$ cat src/rtl/ysyx_25030093_lsu_pkg.sv
// rtl/ysyx_25030093_lsu_pkg.sv - LSU state encoding and RV32I load/store funct3 codes
package ysyx_25030093_lsu_pkg;

  typedef enum logic [1:0] {
    S_IDLE = 2'd0,
    S_REQ  = 2'd1,
    S_WAIT = 2'd2,
    S_DONE = 2'd3
  } lsu_state_t;

  localparam logic [2:0] F3_LB  = 3'b000;
  localparam logic [2:0] F3_LH  = 3'b001;
  localparam logic [2:0] F3_LW  = 3'b010;
  localparam logic [2:0] F3_LBU = 3'b100;
  localparam logic [2:0] F3_LHU = 3'b101;
  localparam logic [2:0] F3_SB  = 3'b000;
  localparam logic [2:0] F3_SH  = 3'b001;
  localparam logic [2:0] F3_SW  = 3'b010;

endpackage

$ cat src/rtl/ysyx_25030093_lsu_align.sv
// rtl/ysyx_25030093_lsu_align.sv - combinational store lane formatting, load extract/extend, misalign detect
module ysyx_25030093_lsu_align
  import ysyx_25030093_lsu_pkg::*;
(
  input  logic [2:0]  i_funct3,
  input  logic [1:0]  i_off,
  input  logic [31:0] i_wdata,
  input  logic [31:0] i_rdata,
  output logic [3:0]  o_wmask,
  output logic [31:0] o_wdata,
  output logic [31:0] o_ldata,
  output logic        o_misalign
);

  logic [15:0] w_shift;
  logic        w_half;
  logic        w_byte;

  assign w_shift = 16'(i_rdata >> {i_off, 3'b000});
  assign w_half  = (i_funct3 == F3_LH) || (i_funct3 == F3_LHU);
  assign w_byte  = (i_funct3 == F3_LB) || (i_funct3 == F3_LBU);
  assign o_misalign = w_half ? i_off[0] : (!w_byte && (i_off != 2'd0));

  always_comb begin
    o_wmask = 4'b1111;
    o_wdata = i_wdata;
    case (i_funct3)
      F3_SB: begin
        o_wmask = 4'b0001 << i_off;
        o_wdata = {4{i_wdata[7:0]}};
      end
      F3_SH: begin
        o_wmask = 4'b0011 << i_off;
        o_wdata = {2{i_wdata[15:0]}};
      end
      F3_SW:   o_wmask = 4'b1111;
      default: o_wmask = 4'b1111;
    endcase
  end

  // Word and unused codes take the aligned word unshifted.
  always_comb begin
    o_ldata = i_rdata;
    case (i_funct3)
      F3_LB:   o_ldata = {{24{w_shift[7]}}, w_shift[7:0]};
      F3_LH:   o_ldata = {{16{w_shift[15]}}, w_shift[15:0]};
      F3_LBU:  o_ldata = {24'd0, w_shift[7:0]};
      F3_LHU:  o_ldata = {16'd0, w_shift[15:0]};
      F3_LW:   o_ldata = i_rdata;
      default: o_ldata = i_rdata;
    endcase
  end

endmodule

$ cat src/rtl/ysyx_25030093_lsu.sv
// rtl/ysyx_25030093_lsu.sv - load/store unit FSM; YSYX_25030093_LSU_MISALIGN_CHECK_EN traps misaligned half/word accesses
module ysyx_25030093_lsu
  import ysyx_25030093_lsu_pkg::*;
#(
  parameter int ADDR_W = 32,
  parameter int DATA_W = 32
) (
  input  logic              clk,
  input  logic              rst,
  input  logic              in_valid,
  output logic              in_ready,
  input  logic [ADDR_W-1:0] addr,
  input  logic [DATA_W-1:0] wdata,
  input  logic              mem_ren,
  input  logic              mem_wen,
  input  logic [2:0]        funct3,
  output logic              mem_req_valid,
  input  logic              mem_req_ready,
  output logic [ADDR_W-1:0] mem_req_addr,
  output logic              mem_req_wen,
  output logic [DATA_W-1:0] mem_req_wdata,
  output logic [3:0]        mem_req_wmask,
  input  logic              mem_rsp_valid,
  input  logic [DATA_W-1:0] mem_rsp_data,
  output logic              out_valid,
  input  logic              out_ready,
  output logic [DATA_W-1:0] LSU_data,
  output logic              rd_or_LSU_single,
  output logic              out_err
);

  lsu_state_t        r_state;
  lsu_state_t        w_next;
  logic [1:0]        r_off;
  logic [2:0]        r_funct3;
  logic              r_is_load;
  logic              r_err;
  logic [DATA_W-1:0] r_ldata;

  logic        w_accept;
  logic        w_is_mem;
  logic        w_trap;
  logic        w_misalign;
  logic [2:0]  w_f3;
  logic [1:0]  w_off;
  logic [3:0]  w_wmask;
  logic [31:0] w_wdata;
  logic [31:0] w_ldata;

  assign w_accept = in_valid && in_ready;
  assign w_is_mem = mem_ren || mem_wen;

  // In IDLE the formatter sees the live instruction; afterwards, the latched one.
  assign w_f3  = (r_state == S_IDLE) ? funct3 : r_funct3;
  assign w_off = (r_state == S_IDLE) ? addr[1:0] : r_off;

  ysyx_25030093_lsu_align u_align (
    .i_funct3   (w_f3),
    .i_off      (w_off),
    .i_wdata    (wdata),
    .i_rdata    (mem_rsp_data),
    .o_wmask    (w_wmask),
    .o_wdata    (w_wdata),
    .o_ldata    (w_ldata),
    .o_misalign (w_misalign)
  );

`ifdef YSYX_25030093_LSU_MISALIGN_CHECK_EN
  assign w_trap  = w_is_mem && w_misalign;
  assign out_err = (r_state == S_DONE) && r_err;
`else
  logic w_unused_misalign;
  assign w_unused_misalign = w_misalign;
  assign w_trap  = 1'b0;
  assign out_err = 1'b0;
`endif

  assign in_ready         = (r_state == S_IDLE);
  assign mem_req_valid    = (r_state == S_REQ);
  assign out_valid        = (r_state == S_DONE);
  assign LSU_data         = r_ldata;
  assign rd_or_LSU_single = (r_state == S_DONE) && r_is_load && !r_err;

  always_ff @(posedge clk) begin
    if (rst) r_state <= S_IDLE;
    else     r_state <= w_next;
  end

  always_comb begin
    w_next = r_state;
    case (r_state)
      S_IDLE: if (in_valid) w_next = (w_is_mem && !w_trap) ? S_REQ : S_DONE;
      S_REQ:  if (mem_req_ready) w_next = S_WAIT;
      S_WAIT: if (mem_rsp_valid) w_next = S_DONE;
      S_DONE: if (out_ready) w_next = S_IDLE;
      default: w_next = S_IDLE;
    endcase
  end

  always_ff @(posedge clk) begin
    if (rst) begin
      r_off         <= 2'd0;
      r_funct3      <= 3'd0;
      r_is_load     <= 1'b0;
      r_err         <= 1'b0;
      r_ldata       <= '0;
      mem_req_addr  <= '0;
      mem_req_wen   <= 1'b0;
      mem_req_wdata <= '0;
      mem_req_wmask <= 4'd0;
    end else begin
      if (w_accept) begin
        r_off         <= addr[1:0];
        r_funct3      <= funct3;
        r_is_load     <= mem_ren;
        r_err         <= w_trap;
        r_ldata       <= '0;
        mem_req_addr  <= {addr[ADDR_W-1:2], 2'b00};
        mem_req_wen   <= mem_wen && !mem_ren;
        mem_req_wdata <= w_wdata;
        mem_req_wmask <= (mem_wen && !mem_ren) ? w_wmask : 4'd0;
      end
      if ((r_state == S_WAIT) && mem_rsp_valid && r_is_load)
        r_ldata <= w_ldata;
    end
  end

endmodule

$ cat config.mk
export PLATFORM = sky130hd
export DESIGN_NAME = ysyx_25030093_lsu
export DESIGN_NICKNAME = d
export VERILOG_FILES = /design/src/rtl/ysyx_25030093_lsu_pkg.sv /design/src/rtl/ysyx_25030093_lsu_align.sv /design/src/rtl/ysyx_25030093_lsu.sv
export SDC_FILE = /design/constraint.sdc
export NUM_CORES = 1
export LEC_CHECK = 0
export CAP_MARGIN = 15
export CORE_AREA = 2 2 155 81
export CTS_CLUSTER_SIZE = 40
export DETAILED_ROUTE_END_ITERATION = 12
export DIE_AREA = 0 0 157 83
export HOLD_SLACK_MARGIN = 0.02
export PLACE_DENSITY = 0.85
export SKIP_LAST_GASP = 1
export SLEW_MARGIN = 20
export SYNTH_ARGS = -nofsm -noshare
export SYNTH_HDL_FRONTEND = slang
export SYNTH_HIERARCHICAL = 1
export SYNTH_SLANG_ARGS = --single-unit
$ cat constraint.sdc
create_clock -name clk -period 4.05 [get_ports clk]
set_clock_uncertainty 0.05 [all_clocks]
set_input_delay 0.81 -clock clk [delete_from_list [all_inputs] [get_ports clk]]
set_output_delay 0.81 -clock clk [all_outputs]
set_load 0.03 [all_outputs]
==> results.cfg <==
[die]
io_pins = 213
die_w_microns = 157
floorplan.die_area_sq_um = 13030
core-area_sq_um = 11600
die_h_microns = 83
floorplan.rows = 28
start_util_pct = 46.50

[timing]
timing.fmax_ghz = 0.3302
rsz0062_at_grt = no
hold_violations = 0
layout_worst_path_cycle_share_pct = 74.79
final.setup.tns_ps = 0
drv_slew = 0
worstMarginPinSlew_ps = 766.7
fin_crit_ps = 3029
slew_headroom_pct = 48.89
final_setup_violation_count = 0

[power_and_ir_drop]
static-leakage-power_nw = 2.774
power_density_nw_per_um2 = 576.4
power_mw = 4.398
irDropWorstVdd_mv = 0.2690

[cells_and_area]
final_core_util_pct = 65.80
area_growth_pct = 41.48
post_route_cells_drive_above_1_share_pct = 8.140
fin_nets = 967
insertedDiodeCount = 0
fillers = 1036

[clock_network]
clock_tree.buffer_depth = 2
worstSkewPairLatency_ps = 340
cts.root.buffer_cell = sky130_fd_sc_hd__clkbuf_16
cts_num_sinks = 107
cts-hold-fix-buffers = 0
cts_made_buffers = 9
clk_pin_slew_worst_paths_ps = 70
cts_setup_buffers = 0
htree_num_levels = 3
cts_tree = yes
post_cts_resized = 0

[hold_path]
worst_hold_path_startpoint = mem_req_wdata[6]
holdCritPathClass = reg -> reg
worst_hold_path.num_cells = 2
worst_hold_path.endpoint = mem_req_wdata[6]

[placement]
hpwlAfterDp_microns = 12010
place.gp.congestion = 0.8919
numPortBuffers = 209

[worst_setup_path]
timing.setup.critical_path_class = reg -> reg
timing.reg2reg.worst_path_depth = 9
timing.critical_path.required_ps = 4260
reg2reg_setup_slack_ps = 1020
start_kind = flop
worst_setup_path_end_kind = flop
start_of_the_worst_register_to_register_path = r_state[1]
cp_max_fo = 25
regToRegEndpoint = LSU_data[21]
cp.arrival_ps = 3240

[global_routing]
initial_antenna_violation_count = 0
largest_net_degree_at_the_start_of_global_routing = 106
vias_in_the_first_global_route = 4767
total_grt_overflow = 0
globalRouteTotalUtil_pct = 24.71
grt_first_pass_wirelength_microns = 25610

[detailed_routing]
drcViolationCount = 0
detailroute.wirelength.met3_microns = 1669
routed.top_layer = met4
route.detailed.wl_per_inst_microns = 16.16
drtPass1Iterations = 5
dr_total_vias = 5347
routed_wirelength_microns = 16560
dr.first_iter.drc_count = 447
met2RoutedLength_microns = 6784
met1Wirelength_microns = 8016
ant_nets = 0
detail_route.vias_per_cell = 5.217

[flow_run]
max_cap_viol_count = 0

[logic_synthesis]
syn_area_per_cell_sq_um = 7.715
post_synth_inst_count = 699
synthesis.area_sq_um = 5393
yosysWarnings = 6

[status]
status = completed
power breakdown:
part / switching, mW / internal [mW] / total, mW
sequential: 0.0779 / 1.20 / 1.28
clock: 0.389 / 0.477 / 0.866
combinational: 1.38 / 0.872 / 2.25
total: 1.85 / 2.55 / 4.40
per-stage QoR:
step,instance area [sq um],hold WS [ps],std cells,setup WS (ps)
after detailed placement,7336,396.8,1010,928.7
final,7630,405.7,1025,1021
after CTS,7621,405.8,1025,1079
after global routing,7630,418.0,1025,796.0
after global placement,7336,391.3,1010,974.9
after floorplan,5400,383.8,701,1504
critical path, cell delays in order (launching register included):
cell and delay [ps]:
sky130_fd_sc_hd__dfxtp_1 350, sky130_fd_sc_hd__inv_1 90, sky130_fd_sc_hd__ha_1 570, sky130_fd_sc_hd__mux2_2 640
sky130_fd_sc_hd__nand2b_1 390, sky130_fd_sc_hd__o32a_1 250, sky130_fd_sc_hd__buf_4 210, sky130_fd_sc_hd__o211ai_2 160
sky130_fd_sc_hd__nand2_1 100, sky130_fd_sc_hd__a21oi_1 160
final cells by class:
type | count | area [sq um] | area share [%]
multi-input cells | 510 | 2801 | 36.72
repair buffers | 218 | 2157 | 28.27
flip-flops and latches | 107 | 2142 | 28.07
clock buffers | 11 | 232.7 | 3.050
well taps | 165 | 206.4 | 2.706
clock inverters | 4 | 52.55 | 0.6888
inverters | 10 | 37.54 | 0.4920
worst max-delay path by stage:
| stage | startpoint | end | slack [ps] | depth (start not counted) |
|---|---|---|---|---|
| finish | r_state[1] | LSU_data[21] | 1020 | 9 |
| global route | r_state[0] | LSU_data[1] | 800 | 8 |
| CTS | r_state[1] | in_ready | 1080 | 3 |
| detailed placement | addr[0] | LSU_data[10] | 930 | 7 |
| global placement | addr[0] | LSU_data[9] | 970 | 7 |
| floorplan | r_state[0] | LSU_data[15] | 1500 | 13 |
layout by cell type (no fill, tap or decap), drive strengths merged, types with 3 or more instances in the layout:
| cell type | n |
|---|---|
| nand2b | 5 |
| inv | 10 |
| o221a | 7 |
| clkinvlp | 3 |
| conb | 3 |
| ha | 4 |
| buf | 10 |
| mux2i | 17 |
| nand3 | 33 |
| clkbuf | 11 |
| dfxtp | 107 |
| clkdlybuf4s50 | 208 |
| o211ai | 18 |
| a22oi | 11 |
| nand2 | 236 |
| o31ai | 7 |
| nor2 | 10 |
| a21oi | 101 |
| mux2 | 23 |
| o21ai | 18 |
state kept, by name, summed over array words and instances (netlist names):
| signal | flops |
|---|---|
| mem_req_wmask | 4 |
| LSU_data | 32 |
| mem_req_wen | 1 |
| r_funct3 | 3 |
| r_is_load | 1 |
| r_off | 2 |
| mem_req_addr | 30 |
| mem_req_wdata | 32 |
| r_state | 2 |
layer usage:
layer	global-route usage (%)	vias up
met4	3.586	0
li1	-	2653
met1	36.61	2468
met5	0	-
met2	34.65	220
met3	9.029	6
Note: power is estimated with default switching activity, not from simulation.
